<file path="config.mk">
export PLATFORM = sky130hd
export DESIGN_NAME = hs_cdc_afifo_rd_ctrl_flat
export DESIGN_NICKNAME = d
export VERILOG_FILES = /design/src/rtl/hs_cdc_afifo_rd_ctrl_if.sv /design/src/rtl/hs_cdc_afifo_rd_ctrl.sv /design/src/flat_wrapper.sv
export SDC_FILE = /design/constraint.sdc
export NUM_CORES = 1
export LEC_CHECK = 0
export CAP_MARGIN = 20
export CORE_MARGIN = 5
export CORE_UTILIZATION = 51
export CTS_CLUSTER_SIZE = 16
export DETAILED_ROUTE_END_ITERATION = 10
export MAX_ROUTING_LAYER = met4
export PLACE_DENSITY = 0.85
export SYNTH_ARGS = -nofsm -noshare
export SYNTH_HDL_FRONTEND = slang
export SYNTH_SLANG_ARGS = --single-unit
</file>
<file path="constraint.sdc">
create_clock -name clk -period 4.5 [get_ports clk]
set_clock_uncertainty 0.1 [all_clocks]
set_input_delay 0.9 -clock clk [delete_from_list [all_inputs] [get_ports clk]]
set_output_delay 0.9 -clock clk [all_outputs]
set_load 0.02 [all_outputs]
</file>
<file path="src/rtl/hs_cdc_afifo_rd_ctrl_if.sv">
// rtl/hs_cdc_afifo_rd_ctrl_if.sv - read-side controller bus bundle (pointer, RAM port, output stream)
//
// Signals:
//   wptr_sync  synchronized binary write pointer (ADDR_WIDTH+1)
//   ram_ren    RAM read enable
//   ram_raddr  RAM read address
//   ram_rdata  RAM read data, one cycle after ram_ren
//   rd_valid   output word available
//   rd_ready   consumer accepts rd_data
//   rd_data    oldest buffered word
//   rptr_gray  gray read pointer toward the write domain
//   rd_avail   words in RAM not yet issued
//   ptr_err    sticky illegal-pointer flag
// Modports: master = controller side, slave = surrounding FIFO / consumer side.

interface hs_cdc_afifo_rd_ctrl_if #(
    parameter int ADDR_WIDTH = 4,
    parameter int DATA_WIDTH = 32
);
    logic [ADDR_WIDTH:0]   wptr_sync;
    logic                  ram_ren;
    logic [ADDR_WIDTH-1:0] ram_raddr;
    logic [DATA_WIDTH-1:0] ram_rdata;
    logic                  rd_valid;
    logic                  rd_ready;
    logic [DATA_WIDTH-1:0] rd_data;
    logic [ADDR_WIDTH:0]   rptr_gray;
    logic [ADDR_WIDTH:0]   rd_avail;
    logic                  ptr_err;

    modport master (
        input  wptr_sync, ram_rdata, rd_ready,
        output ram_ren, ram_raddr, rd_valid, rd_data, rptr_gray, rd_avail, ptr_err
    );

    modport slave (
        output wptr_sync, ram_rdata, rd_ready,
        input  ram_ren, ram_raddr, rd_valid, rd_data, rptr_gray, rd_avail, ptr_err
    );
endinterface

</file>
<file path="src/rtl/hs_cdc_afifo_rd_ctrl.sv">
// rtl/hs_cdc_afifo_rd_ctrl.sv - async FIFO read-side controller with 2-entry FWFT output buffer
//
// Ports:
//   clk      read-domain clock
//   aresetn  asynchronous active-low reset
//   bus      hs_cdc_afifo_rd_ctrl_if.master: write pointer in, RAM read port,
//            valid/ready output stream, gray read pointer, occupancy, error flag

module hs_cdc_afifo_rd_ctrl #(
    parameter int ADDR_WIDTH = 4,
    parameter int DATA_WIDTH = 32
) (
    input logic                     clk,
    input logic                     aresetn,
    hs_cdc_afifo_rd_ctrl_if.master  bus
);
    localparam int PW = ADDR_WIDTH + 1;
    localparam logic [PW-1:0] DEPTH = {1'b1, {ADDR_WIDTH{1'b0}}};

    logic [PW-1:0]         rptr;
    logic [PW-1:0]         rptr_gray_q;
    logic [PW-1:0]         rptr_inc;
    logic [PW-1:0]         avail_raw;
    logic                  inflight;
    logic                  ptr_err_q;
    logic                  pop;
    logic                  push;
    logic                  ren;
    logic [1:0]            cnt;
    logic [1:0]            cnt_next;
    logic [2:0]            occ;
    logic [DATA_WIDTH-1:0] obuf0;
    logic [DATA_WIDTH-1:0] obuf1;

    assign avail_raw = bus.wptr_sync - rptr;
    assign pop       = (cnt != 2'd0) && bus.rd_ready;
    assign push      = inflight;

    // Buffer slots already spoken for next cycle: what is held, plus the word
    // landing from the RAM, minus the word leaving this cycle.
    assign occ = {1'b0, cnt} + {2'b00, inflight} - {2'b00, pop};

    // Gating with aresetn keeps the RAM quiet while reset is held even though
    // wptr_sync may already be non-zero.
    assign ren      = aresetn && (avail_raw != '0) && !ptr_err_q && (occ < 3'd2);
    assign rptr_inc = rptr + PW'(1);
    assign cnt_next = cnt + {1'b0, push} - {1'b0, pop};

    always_ff @(posedge clk or negedge aresetn) begin
        if (!aresetn) begin
            rptr        <= '0;
            rptr_gray_q <= '0;
            inflight    <= 1'b0;
            ptr_err_q   <= 1'b0;
        end else begin
            inflight <= ren;
            if (ren) begin
                rptr        <= rptr_inc;
                rptr_gray_q <= rptr_inc ^ (rptr_inc >> 1);
            end
            // More than DEPTH unread words cannot happen with sane pointers.
            if (avail_raw > DEPTH) begin
                ptr_err_q <= 1'b1;
            end
        end
    end

    // obuf0 is always the head; obuf1 only holds data when cnt == 2.
    always_ff @(posedge clk or negedge aresetn) begin
        if (!aresetn) begin
            cnt   <= 2'd0;
            obuf0 <= '0;
            obuf1 <= '0;
        end else begin
            cnt <= cnt_next;
            case ({push, pop})
                2'b11: begin
                    if (cnt == 2'd2) begin
                        obuf0 <= obuf1;
                        obuf1 <= bus.ram_rdata;
                    end else begin
                        obuf0 <= bus.ram_rdata;
                    end
                end
                2'b10: begin
                    if (cnt == 2'd0) begin
                        obuf0 <= bus.ram_rdata;
                    end else begin
                        obuf1 <= bus.ram_rdata;
                    end
                end
                2'b01: obuf0 <= obuf1;
                default: ;
            endcase
        end
    end

    assign bus.ram_ren   = ren;
    assign bus.ram_raddr = rptr[ADDR_WIDTH-1:0];
    assign bus.rd_valid  = (cnt != 2'd0);
    assign bus.rd_data   = obuf0;
    assign bus.rptr_gray = rptr_gray_q;
    assign bus.rd_avail  = aresetn ? avail_raw : '0;
    assign bus.ptr_err   = ptr_err_q;

endmodule

</file>
<file path="src/flat_wrapper.sv">
// flat-port wrapper written by rule: the top's interface ports become plain ports
module hs_cdc_afifo_rd_ctrl_flat 
#(
    parameter int ADDR_WIDTH = 4,
    parameter int DATA_WIDTH = 32
)
  (clk, aresetn, bus_wptr_sync, bus_ram_rdata, bus_rd_ready, bus_ram_ren, bus_ram_raddr, bus_rd_valid, bus_rd_data, bus_rptr_gray, bus_rd_avail, bus_ptr_err);
  hs_cdc_afifo_rd_ctrl_if #(.ADDR_WIDTH(ADDR_WIDTH), .DATA_WIDTH(DATA_WIDTH)) bus_i ();
  input logic clk;
  input logic aresetn;
  input wire logic [$bits(bus_i.wptr_sync)-1:0] bus_wptr_sync;
  input wire logic [$bits(bus_i.ram_rdata)-1:0] bus_ram_rdata;
  input wire logic [$bits(bus_i.rd_ready)-1:0] bus_rd_ready;
  output wire logic [$bits(bus_i.ram_ren)-1:0] bus_ram_ren;
  output wire logic [$bits(bus_i.ram_raddr)-1:0] bus_ram_raddr;
  output wire logic [$bits(bus_i.rd_valid)-1:0] bus_rd_valid;
  output wire logic [$bits(bus_i.rd_data)-1:0] bus_rd_data;
  output wire logic [$bits(bus_i.rptr_gray)-1:0] bus_rptr_gray;
  output wire logic [$bits(bus_i.rd_avail)-1:0] bus_rd_avail;
  output wire logic [$bits(bus_i.ptr_err)-1:0] bus_ptr_err;
  assign bus_i.wptr_sync = bus_wptr_sync;
  assign bus_i.ram_rdata = bus_ram_rdata;
  assign bus_i.rd_ready = bus_rd_ready;
  assign bus_ram_ren = bus_i.ram_ren;
  assign bus_ram_raddr = bus_i.ram_raddr;
  assign bus_rd_valid = bus_i.rd_valid;
  assign bus_rd_data = bus_i.rd_data;
  assign bus_rptr_gray = bus_i.rptr_gray;
  assign bus_rd_avail = bus_i.rd_avail;
  assign bus_ptr_err = bus_i.ptr_err;
  hs_cdc_afifo_rd_ctrl #(.ADDR_WIDTH(ADDR_WIDTH), .DATA_WIDTH(DATA_WIDTH)) u_core (.clk(clk), .aresetn(aresetn), .bus(bus_i));
endmodule
</file>
Word level (Yosys, flattened, before mapping)

Cells that the tools add are included.

Flip-flop bits (word level): 78
Input bits: 40
Output and inout bits: 49

Add/subtract/negate cells: 6
Order comparisons: 2
Eq/ne operators: 7
Multiplexer cells: 7
Bitwise logic cells: 1
Reductions and logical operators: 12

Operators with widths:

| cell                | count |
|---|---|
| $mux 32             | 4 |
| $pmux 32 s3         | 1 |
| $pmux 32 s2         | 1 |
| $eq 2x2->1 const B  | 3 |
| $add 5x1->5 const B | 1 |
| $gt 5x5->1 const B  | 1 |
| $mux 5              | 1 |
| $reduce_bool 5->1   | 1 |
| $sub 5x5->5         | 1 |
| $xor 5x4->5         | 1 |
| $logic_and 1x1->1   | 4 |
| $ne 2x1->1 const B  | 2 |
| $reduce_bool 2->1   | 2 |
| $add 2x1->3         | 1 |
| $lt 3x2->1 const B  | 1 |
| $reduce_and 3->1    | 1 |
| $reduce_bool 3->1   | 1 |
| $sub 3x1->3         | 1 |
| $add 2x1->2         | 1 |
| $eq 2x1->1 const B  | 1 |
| $logic_not 2->1     | 1 |
| $ne 2x2->1 const B  | 1 |
| $reduce_and 2->1    | 1 |
| $sub 2x1->2         | 1 |
| $logic_not 1->1     | 1 |

Longest topological paths before layout

Word-level depth: 5
Depth in mapped cells: 13
Gate-level depth less buffers: 11

Worst setup path after synthesis

Ideal clock, no wire load.

Path type: input to output
Start: input bus_rd_ready
End: output bus_ram_ren
Data arrival time: 3.218 ns
Data required time: 3.500 ns
Setup slack: 0.282 ns
Stages on the path: 11
Buffers on the path: 2
Path through: nor2b_1 > ha_1 > clkbuf_1 > buf_1 > inv_1 > ha_1 > fa_1 > nor2_1 > and3_1 > o21ai_4 > inv_1

Longest elaborated chain between the ends: 4

RTL lines:

| what              | line                       | text |
|---|---|---|
| start, declared   | flat_wrapper.sv:13         | `input wire logic [$bits(bus_i.rd_ready)-1:0] bus_rd_ready;` |
| $logic_and 1x1->1 | hs_cdc_afifo_rd_ctrl.sv:36 | `assign pop = (cnt != 2'd0) && bus.rd_ready;` |
| $sub 3x1->3       | hs_cdc_afifo_rd_ctrl.sv:41 | `assign occ = {1'b0, cnt} + {2'b00, inflight} - {2'b00, pop};` |
| $lt 3x2->1        | hs_cdc_afifo_rd_ctrl.sv:45 | `assign ren = aresetn && (avail_raw != '0) && !ptr_err_q && (occ < 3'd2);` |
| $logic_and 1x1->1 | hs_cdc_afifo_rd_ctrl.sv:45 |  |
| end, declared     | flat_wrapper.sv:14         | `output wire logic [$bits(bus_i.ram_ren)-1:0] bus_ram_ren;` |

No other way between the ends.

Worst setup path after layout

Start: input bus_wptr_sync[0]
End: output bus_rd_avail[4]

Longest elaborated chain between the ends: 2

RTL lines:

| what            | line                        | text |
|---|---|---|
| start, declared | flat_wrapper.sv:11          | `input wire logic [$bits(bus_i.wptr_sync)-1:0] bus_wptr_sync;` |
| $sub 5x5->5     | hs_cdc_afifo_rd_ctrl.sv:35  | `assign avail_raw = bus.wptr_sync - rptr;` |
| $mux 5          | hs_cdc_afifo_rd_ctrl.sv:103 | `assign bus.rd_avail = aresetn ? avail_raw : '0;` |
| end, declared   | flat_wrapper.sv:19          | `output wire logic [$bits(bus_i.rd_avail)-1:0] bus_rd_avail;` |

No other way between the ends.

==> metrics.csv <==
stage;metric;value;unit
outcome;status;finished, final reports clean;
pwr;leakage;2.47;nW
min_path;hold_path_class;in2async;
clock_tree;cts_tree;built;
finish;fillers;586;
clock_tree;cts-buffers-inserted;9;
synth;synth_seq_cells;77;
pwr;power.density;548;nW/um2
sta;max_freq;0.229;GHz
detailed_routing;drtPass1Iterations;4;
sta;relSlewSlack;0.480;
finish;layout_commonest_cell;clkdlybuf4s50_1;
worst_setup_path;cp_max_fo;3;
sta;hold_violations;0;
floorplan;initial_core_util;0.529;
pwr;power;2.94;mW
global_route;grt_pass1_wl;16600;um
floorplan;die-area;9940;um2
finish;drive_gt1_frac;0.160;
clock_tree;clk_pin_slew;80;ps
worst_setup_path;reg2reg_depth;10;
sta;setup_viol;0;
sta;min_period;4370;ps
global_route;grt_pass1_vias;3486;
finish;most-common-layout-cells;clkdlybuf4s50_1 (86), dfrtp_1 (77), nand2_1 (68);
floorplan;core;7770;um2
worst_setup_path;cp-start-kind;input pin;
sta;fin_ws;134;ps
finish;multi_input_area;2030;um2
synth;ys_types;37;
sta;tightest_slew;778;ps
floorplan;ios;89;
sta;hold_ws;379;ps
finish;syn_to_final_growth;30.6;%
floorplan;fp.dieW;99.7;um
worst_setup_path;required;3500;ps
clock_tree;cts.hold.buffers_added;0;
flow_run;cap_violations;0;
synth;synthFlopType;dfrtp_1;
finish;layout.area.seq;1930;um2
worst_setup_path;worstSetupPathType;in2out;
detailed_routing;vias;3415;
detailed_routing;drt_wl_total;9900;um
clock_tree;cts_root_buf;clkbuf_8;
detailed_routing;drc;0;
global_route;grt_max_degree;65;
global_route;overflow;0;
synth;synth-edff-count;0;
finish;n_antenna_cell;0;
detailed_routing;drtIter0Drc;128;
global_route;antenna_found_initial;0;
sta;rsz0062_at_grt;no;
floorplan;rows;32;
synth;synth_async_sr_flop_share;1.00;
synth;netlist_area;4110;um2
finish;final_net_count;516;
worst_setup_path;end_kind;primary output;
clock_tree;clock_path_buffers;2;
finish;fin_util;0.690;
clock_tree;ctsHtreeMaxLevel;3;
floorplan;die_y;99.7;um
detailed_routing;vias_per_cell;5.99;
placement;dp_hpwl;6720;um
synth;seq_area_frac_synth;0.469;
placement;place_ws;-142;ps
clock_tree;clk_latency;350;ps
clock_tree;clock_sinks;77;
placement;place.gp.congestion;0.810;
sta;post-route-period-util;0.970;
worst_setup_path;worstPathArrival;3370;ps
sta;final_max_slew_viol_count;0;
placement;port_buffers;88;
detailed_routing;postRouteAntennaNets;0;
synth;ys_warn_count;0;
synth;avgSynthCellArea;10.7;um2
global_route;groute.usage.overall;0.211;
detailed_routing;wl_per_cell;17.4;um
synth;syn_nets;434;
sta;tns;0;ps
synth;synth_cells;382;
pwr;ir_worst_vdd;0.000331;V
power by group:
group / leakage (nW) / total, mW / switching, mW / internal (mW)
combinational: 1.33 / 1.28 / 0.693 / 0.583
sequential: 1.01 / 1.01 / 0.130 / 0.884
clock: 0.125 / 0.650 / 0.255 / 0.395
sequential cells by signal, indices dropped and copies added, names as in the netlist:
register	count
u_core.cnt	2
u_core.inflight	1
u_core.bus.ptr_err	1
u_core.bus.rptr_gray	5
u_core.rptr	4
u_core.obuf1	32
u_core.bus.rd_data	32
critical path, cell delays in order:
cell,delay (ps)
clkdlybuf4s50_1,460
inv_1,50
ha_1,190
fa_1,390
nand2b_1,160
a21oi_1,170
xnor2_1,250
and2_1,190
clkdlybuf4s50_1,600
Yosys cell counts (2+ instances only):
cell | number | area, um2
a21oi_1 | 3 | 15.0
nor2_1 | 7 | 26.3
a311oi_1 | 32 | 280
and2_1 | 2 | 12.5
mux2_2 | 36 | 405
nor2b_1 | 3 | 18.8
buf_1 | 3 | 11.3
nand2_1 | 68 | 255
nand3_1 | 2 | 10.0
a21o_1 | 32 | 240
inv_1 | 12 | 45.0
ha_1 | 10 | 125
xnor2_1 | 11 | 96.3
o21ai_0 | 2 | 10.0
buf_2 | 9 | 45.0
xor2_1 | 4 | 35.0
a221oi_1 | 32 | 280
dfrtp_1 | 77 | 1930
nand2b_1 | 2 | 12.5
clkbuf_1 | 17 | 63.8
fa_1 | 2 | 40.0
final cells by class:
| type | instances | area share |
|---|---|---|
| Clock buffer | 11 | 0.0282 |
| Timing Repair Buffer | 100 | 0.183 |
| Sequential cell | 77 | 0.359 |
| Clock inverter | 4 | 0.0177 |
| Tap cell | 102 | 0.0238 |
| Inverter | 12 | 0.00840 |
| Multi-Input combinational cell | 264 | 0.379 |
repair_timing:
item | CTS | global route
buffers inserted | 0 | 0
resized for setup | 1 | 1
pin swaps | 0 | 0
endpoints found under the setup margin | 1 | 1
through the flow:
| step | cells | area [um2] |
|---|---|---|
| 2_1_floorplan | 382 | 4110 |
| 3_3_place_gp | 555 | 5110 |
| 3_5_place_dp | 555 | 5110 |
| 4_1_cts | 570 | 5360 |
| 5_1_grt | 570 | 5360 |
| 6_report | 570 | 5360 |
per-layer routing:
layer | GRT usage | share of wire | up-vias
li1 | - | - | 1574
met1 | 0.270 | 0.43 | 1688
met2 | 0.334 | 0.48 | 131
met3 | 0.0372 | 0.067 | 22
met4 | 0.0830 | 0.023 | 0
met5 | - | 0 | -
path summary, 6_finish.rpt:
kind	start	endpoint	slack (ps)
setup / recovery	bus_wptr_sync[0]	bus_rd_avail[4]	130
hold / removal	aresetn	u_core.bus.rptr_gray[4]	380
setup reg to reg	u_core.cnt[0]	u_core.obuf1[18]	1370
hold reg to reg	u_core.bus.rd_data[8]	u_core.bus.rd_data[8]	380
max in group asynchronous	aresetn	u_core.bus.rd_data[17]	2970
min in group clk	u_core.bus.rd_data[8]	u_core.bus.rd_data[8]	380
kinds of logic after synthesis:
group                    count (synthesis)  share of synthesized area
flip-flops                              77                      0.469
AO/OA/AOI/OAI                          107                      0.216
AND/OR/NAND/NOR                         92                     0.0975
XOR/XNOR                                15                     0.0320
adder cells (fa/ha/maj)                 12                     0.0402
multiplexers                            38                      0.105
buffers and inverters                   41                     0.0402
No activity file was read; power rests on OpenSTA's default activity.
